<file path="config.mk">
export PLATFORM = sky130hd
export DESIGN_NAME = mdu_hilo
export DESIGN_NICKNAME = d
export VERILOG_FILES = /design/src/rtl/mdu_pkg.sv /design/src/rtl/mdu_divider.sv /design/src/rtl/mdu_hilo.sv
export SDC_FILE = /design/constraint.sdc
export NUM_CORES = 1
export LEC_CHECK = 0
export ABC_AREA = 1
export BUFFER_PORTS_ARGS = -buffer_cell sky130_fd_sc_hd__buf_2
export CAP_MARGIN = 40
export CORE_ASPECT_RATIO = 1.75
export CORE_MARGIN = 2
export CORE_UTILIZATION = 54
export DETAILED_ROUTE_END_ITERATION = 8
export PLACE_DENSITY = 0.81
export SYNTH_ARGS = -nofsm -noshare
export SYNTH_HDL_FRONTEND = slang
export SYNTH_SLANG_ARGS = --single-unit
</file>
<file path="constraint.sdc">
create_clock -name clk -period 5.13 [get_ports clk]
set_input_delay 0.513 -clock clk [delete_from_list [all_inputs] [get_ports clk]]
set_output_delay 0.513 -clock clk [all_outputs]
set_load 0.01 [all_outputs]
</file>
<file path="src/rtl/mdu_pkg.sv">
// rtl/mdu_pkg.sv - shared op encodings, FSM states and constants for mdu_hilo
package mdu_pkg;

   localparam logic [1:0] OP_MULT  = 2'b00;
   localparam logic [1:0] OP_MULTU = 2'b01;
   localparam logic [1:0] OP_DIV   = 2'b10;
   localparam logic [1:0] OP_DIVU  = 2'b11;

   localparam logic [4:0] ITER_LAST = 5'd31;

   typedef enum logic [1:0] {
      ST_IDLE = 2'b00,
      ST_CALC = 2'b01,
      ST_FIX  = 2'b10
   } state_e;

   function automatic logic is_div_op(input logic [1:0] op);
      return (op == OP_DIV) || (op == OP_DIVU);
   endfunction

   function automatic logic is_signed_op(input logic [1:0] op);
      return (op == OP_MULT) || (op == OP_DIV);
   endfunction

endpackage

</file>
<file path="src/rtl/mdu_divider.sv">
// rtl/mdu_divider.sv - unsigned restoring divider, one quotient bit per step
module mdu_divider (
   input  logic        clk,
   input  logic        rst,
   input  logic        load,
   input  logic        step,
   input  logic [31:0] dividend,
   input  logic [31:0] divisor,
   output logic [31:0] quotient,
   output logic [31:0] remainder
);

   logic [31:0] rem_q;
   logic [31:0] quo_q;
   logic [31:0] dvs_q;
   logic [32:0] shifted;
   logic [32:0] diff;

   // Trial subtraction: since rem < divisor, diff[32] is set exactly when the divisor does not fit.
   always_comb begin
      shifted = {rem_q, quo_q[31]};
      diff    = shifted - {1'b0, dvs_q};
   end

   // Remainder/quotient shift registers; dividend bits shift out of quo_q as quotient bits shift in.
   always_ff @(posedge clk or posedge rst) begin
      if (rst) begin
         rem_q <= '0;
         quo_q <= '0;
         dvs_q <= '0;
      end else if (load) begin
         rem_q <= '0;
         quo_q <= dividend;
         dvs_q <= divisor;
      end else if (step) begin
         if (!diff[32]) begin
            rem_q <= diff[31:0];
            quo_q <= {quo_q[30:0], 1'b1};
         end else begin
            rem_q <= shifted[31:0];
            quo_q <= {quo_q[30:0], 1'b0};
         end
      end
   end

   assign quotient  = quo_q;
   assign remainder = rem_q;

endmodule

</file>
<file path="src/rtl/mdu_hilo.sv">
// rtl/mdu_hilo.sv - iterative MULT/MULTU/DIV/DIVU unit with HI/LO registers; divider built only with MDU_DIV_EN
module mdu_hilo
   import mdu_pkg::*;
(
   input  logic        clk,
   input  logic        rst,
   input  logic        start,
   input  logic [1:0]  op,
   input  logic [31:0] opa,
   input  logic [31:0] opb,
   input  logic        wr_hi,
   input  logic        wr_lo,
   input  logic [31:0] wdata,
   output logic        busy,
   output logic        done,
   output logic        div_zero,
   output logic [31:0] hi,
   output logic [31:0] lo
);

   state_e      state_q, state_d;
   logic [1:0]  op_q;
   logic [4:0]  cnt_q;
   logic [31:0] mcand_q;
   logic [63:0] prod_q;
   logic        neg_q;
   logic [31:0] hi_q, lo_q;
   logic        busy_q, done_q, div_zero_q;
   logic        busy_d, done_d;

   logic        sgn_in, neg_a, neg_b;
   logic [31:0] abs_a, abs_b;
   logic [32:0] mul_sum;
   logic [63:0] prod_step;
   logic [63:0] prod_fixed;
   logic        div_direct;

   // Operand magnitudes for signed ops, and one shift-add multiply step.
   always_comb begin
      sgn_in     = is_signed_op(op);
      neg_a      = sgn_in & opa[31];
      neg_b      = sgn_in & opb[31];
      abs_a      = neg_a ? (~opa + 32'd1) : opa;
      abs_b      = neg_b ? (~opb + 32'd1) : opb;
      mul_sum    = {1'b0, prod_q[63:32]} + (prod_q[0] ? {1'b0, mcand_q} : 33'd0);
      prod_step  = {mul_sum, prod_q[31:1]};
      prod_fixed = neg_q ? (~prod_q + 64'd1) : prod_q;
   end

`ifdef MDU_DIV_EN
   logic        dz_q;
   logic        neg_rem_q;
   logic        div_load, div_step;
   logic [31:0] quo, rem;
   logic [31:0] quo_fixed, rem_fixed;

   assign div_direct = is_div_op(op) && (opb == 32'd0);
   assign div_load   = (state_q == ST_IDLE) && start && is_div_op(op);
   assign div_step   = (state_q == ST_CALC) && is_div_op(op_q);
   assign quo_fixed  = neg_q ? (~quo + 32'd1) : quo;
   assign rem_fixed  = neg_rem_q ? (~rem + 32'd1) : rem;

   mdu_divider u_divider (
      .clk       (clk),
      .rst       (rst),
      .load      (div_load),
      .step      (div_step),
      .dividend  (abs_a),
      .divisor   (abs_b),
      .quotient  (quo),
      .remainder (rem)
   );

   // Divide-by-zero flag and remainder sign, captured at launch.
   always_ff @(posedge clk or posedge rst) begin
      if (rst) begin
         dz_q      <= 1'b0;
         neg_rem_q <= 1'b0;
      end else if (state_q == ST_IDLE && start) begin
         dz_q      <= is_div_op(op) && (opb == 32'd0);
         neg_rem_q <= neg_a;
      end
   end
`else
   assign div_direct = is_div_op(op);
`endif

   // Next-state and next-output logic.
   always_comb begin
      state_d = state_q;
      case (state_q)
         ST_IDLE: if (start) state_d = div_direct ? ST_FIX : ST_CALC;
         ST_CALC: if (cnt_q == ITER_LAST) state_d = ST_FIX;
         ST_FIX:  state_d = ST_IDLE;
         default: state_d = ST_IDLE;
      endcase
      busy_d = (state_d != ST_IDLE);
      done_d = (state_q == ST_FIX);
   end

   // State register and registered handshake outputs.
   always_ff @(posedge clk or posedge rst) begin
      if (rst) begin
         state_q <= ST_IDLE;
         busy_q  <= 1'b0;
         done_q  <= 1'b0;
      end else begin
         state_q <= state_d;
         busy_q  <= busy_d;
         done_q  <= done_d;
      end
   end

   // Multiply datapath: latch magnitudes at launch, then one multiplier bit per CALC cycle.
   always_ff @(posedge clk or posedge rst) begin
      if (rst) begin
         op_q    <= OP_MULT;
         cnt_q   <= '0;
         mcand_q <= '0;
         prod_q  <= '0;
         neg_q   <= 1'b0;
      end else begin
         case (state_q)
            ST_IDLE: begin
               if (start) begin
                  op_q    <= op;
                  cnt_q   <= '0;
`ifdef MDU_DIV_EN
                  // Divide keeps the raw dividend here for the divide-by-zero HI value.
                  mcand_q <= is_div_op(op) ? opa : abs_a;
`else
                  mcand_q <= abs_a;
`endif
                  prod_q  <= {32'd0, abs_b};
                  neg_q   <= neg_a ^ neg_b;
               end
            end
            ST_CALC: begin
               cnt_q <= cnt_q + 5'd1;
               if (!is_div_op(op_q)) prod_q <= prod_step;
            end
            default: ;
         endcase
      end
   end

   // HI/LO and div_zero: MTHI/MTLO only in IDLE, result write-back in FIX.
   always_ff @(posedge clk or posedge rst) begin
      if (rst) begin
         hi_q       <= '0;
         lo_q       <= '0;
         div_zero_q <= 1'b0;
      end else begin
         case (state_q)
            ST_IDLE: begin
               if (wr_hi) hi_q <= wdata;
               if (wr_lo) lo_q <= wdata;
               if (start) div_zero_q <= 1'b0;
            end
            ST_FIX: begin
               if (!is_div_op(op_q)) begin
                  {hi_q, lo_q} <= prod_fixed;
               end
`ifdef MDU_DIV_EN
               else if (dz_q) begin
                  hi_q       <= mcand_q;
                  lo_q       <= '1;
                  div_zero_q <= 1'b1;
               end else begin
                  hi_q <= rem_fixed;
                  lo_q <= quo_fixed;
               end
`endif
            end
            default: ;
         endcase
      end
   end

   assign busy     = busy_q;
   assign done     = done_q;
   assign div_zero = div_zero_q;
   assign hi       = hi_q;
   assign lo       = lo_q;

endmodule

</file>
==> run summary <==
Syn Inst Count -> 2140
RSZ-0062 raised after global routing -> false
Cell taking the most area after synthesis -> dfrtp_1
Global route hottest layer -> met2
Final Net Count -> 2409
Power density cells -> 569.3 mW/mm²
Via count -> 15.13k
Origin of the critical flop-to-flop path -> prod_q[0]$_DFFE_PP0P_
PortBufs -> 168
Xor-xnor portion of the synthesized cell area -> 1.507%
Total routed wirelength -> 47.58 mm
Clock buffer depth -> 2
Vias per cell -> 5.836
Post-DP HPWL -> 37.35 mm
H-Tree Depth -> 4
Clock Sinks -> 171
Hold-fix buffer count after cts -> 0
Core box area -> 0.02444 mm²
Starting Density -> 54.71%
Worst skew pair latency -> 0.46 ns
GRT Total Usage -> 37.66%
Tot Pwr -> 8.518 mW
Met1 GRT Util -> 36.52%
Drt first pass iters -> 6
VDD IR max -> 0.2803 mV
Worst-path fanout max -> 29
Final Hold Violating Endpoints -> 0
CTS root buffer -> clkbuf_16
Critical Setup Path Class -> reg2reg
FF-to-FF End -> prod_q[61]$_DFFE_PP0P_
Antenna viol nets, final -> 0
Met3 Track Usage GR -> 7.511%
Ant diodes -> 0
Post-synthesis cell area -> 0.01337 mm²
Initial DRC count -> 1287
Seq/Total Area, Yosys -> 32.01%
Die Y -> 212.1 µm
Simple-gate share of the synthesized area -> 38.06%
Clk pin slew, worst setup/hold paths -> 0.07 ns
GPL Wtd Cong -> 1.046
TritonCTS clock tree -> done
Most instantiated cells after synthesis -> 566 x nand2_1, 303 x nor2_1, 236 x inv_1
Post-synth top flop -> dfrtp_1
Max_cap viols -> 0
Vias in the first global route -> 14.63k
Worst-Margin Slew -> 1.033 ns
Worst Clk Skew -> 0.01262 ns
Count leader, synth -> nand2_1
First-pass GRT wire length -> 74.57 mm
Syn Nets -> 2281
Number of synthesized flops with an enable pin -> 0
I/O Pins -> 170
Post-CTS Resized -> 0
Worst r2r path cells -> 18
Congestion Overflow GR -> 0
Layout cells sized above 1 -> 12.19%
Avg Inst Size Synth -> 6.247 µm²
Top post-synthesis cells by area -> dfrtp_1 32%, nand2_1 16%, nand3_1 8.8%, nor2_1 8.5%, a21oi_1 6.9%
Routed len/inst -> 18.35 µm
Synth Area in Adders -> 3.613%
Die span in x -> 122.9 µm
Fin crit period -> 2.954 ns
Area of the die -> 0.02608 mm²
Leakage -> 7.496 nW
Final setup viols -> 0
Status -> finished, final reports clean
Initial antenna violation count -> 0
Fin crit share -> 57.59%
Mux share of post-synthesis cell area -> 0%
Sum Neg Setup Slack -> 0 ns
GR Layer Usage met2 -> 64.62%
Area Overhead vs Synth -> 11.90%
TritonCTS Buffers -> 17
Largest net degree at the start of global routing -> 172
Largest family of logic cells by synthesized area -> simple AND/OR/NAND/NOR gates
WP data required -> 5.48 ns
Critical path arrival -> 3.31 ns
Post-CTS Repair Setup Buffers -> 0
Rel. slew slack -> 31.15%
Final Max Slew Viols -> 0
Post-synthesis cell type count -> 43
Tightest Hold Check Type -> in2async
Top cell type's share of synthesized area -> 32.01%
Crit start category -> register
Complex-gate fraction of the synthesized area -> 15.35%
F_max -> 0.3385 GHz
Ys async rst share -> 100.0%
Yosys reg bits -> 171
Crit end category -> register
Yosys warnings -> 0
Flop2flop setup slack -> 2.18 ns
Row count -> 76
DRC errors left -> 0
layer usage:
| metal | vias up | routed length [µm] |
|---|---|---|
| met1 | 7012 | 15890 |
| met4 | 0 | 5534 |
| met3 | 242 | 2702 |
| li1 | 7211 | - |
| met2 | 668 | 23450 |
| met5 | - | 0 |
cells by family (layout without fill, tap and decap cells):
kind of cell               count (synthesis)  count (layout)
AOI/OAI and AO/OA                        387             387
buffers and inverters                    320             461
adders and majority gates                 38              38
DFF                                      171             171
xor gates and xnor gates                  23              23
other                                      1               1
and+or+nand+nor                         1200            1200
how the worst max path moves through the flow:
| stage | startpoint | to | slack [ns] | cells after the start |
|---|---|---|---|---|
| 4_1_cts | prod_q[0]$_DFFE_PP0P_ | prod_q[61]$_DFFE_PP0P_ | 2.25 | 18 |
| 5_1_grt | prod_q[0]$_DFFE_PP0P_ | prod_q[61]$_DFFE_PP0P_ | 1.91 | 18 |
| 6_report | prod_q[0]$_DFFE_PP0P_ | prod_q[61]$_DFFE_PP0P_ | 2.18 | 18 |
| 3_3_place_gp | prod_q[0]$_DFFE_PP0P_ | prod_q[61]$_DFFE_PP0P_ | 1.98 | 17 |
| 3_5_place_dp | prod_q[0]$_DFFE_PP0P_ | prod_q[61]$_DFFE_PP0P_ | 2.25 | 18 |
| 2_1_floorplan | rst | busy$_DFF_PP0_ | 2.43 | 1 |
final cells by class:
class,instances,area [µm²]
fillers,2435,9478
multi-input cells,1649,7829
flip-flops and latches,171,4280
repair buffers,180,963.4
inverters,249,938.4
clock buffers,19,452.9
well taps,312,390.4
clock inverters,13,106.4
placed cells by master, fill, tap and decap left out, types with 4 or more instances in the layout:
cell         n
a21oi_1    183
a22oi_1      5
a31oi_1     15
and2_1       4
buf_2      168
buf_4       10
clkbuf_16   17
dfrtp_1    170
ha_1        37
inv_1      235
inv_2       13
inv_6        5
nand2_1    566
nand2_2     10
nand3_1    235
nand3_2      4
nand3b_1    12
nand4_1     21
nor2_1     303
nor2_2      14
nor2_4       5
nor3_1      12
o211ai_1     5
o21ai_0    126
o21ai_1     28
o21ai_2      4
o22ai_1      8
or2_2       11
xnor2_1      4
xor2_1      19
stage by stage:
step,utilization [%],worst slack [ns],hold WS [ns],area [µm²],std cells
after CTS,61.22,2.247,0.2533,14960,2593
after floorplan,-,2.434,0.4489,13370,2140
after global placement,58.82,1.983,0.4661,14370,2560
after global routing,61.22,1.907,0.2704,14960,2593
final,61.22,2.176,0.2683,14960,2593
after detailed placement,58.93,2.254,0.4670,14400,2561
registers in the layout (all words and copies together) (netlist names):
register,count
lo,32
mcand_q,32
hi,32
state_q,2
prod_q,64
busy,1
done,1
cnt_q,5
op_q,1
neg_q,1
where the power goes:
group | switching, mW | internal, mW
Sequential | 0.623 | 1.97
Combinational | 3.15 | 1.52
Clock | 0.602 | 0.657
Total | 4.38 | 4.14
worst max-delay path, cell delays in order, from the launching register on:
cell and delay [ns]:
dfrtp_1 0.59, buf_16 0.21, nand2_1 0.06, inv_1 0.05
ha_1 0.15, inv_1 0.07, fa_1 0.38, inv_1 0.09
nand2_1 0.06, o21ai_1 0.37, nand2_1 0.13, nand2_1 0.10
nand2_1 0.06, nand2_1 0.18, nand2_1 0.10, nand2_1 0.07
nand2_1 0.05, nand3_1 0.07, nand2_1 0.05
No activity file was read; power rests on OpenSTA's default activity.
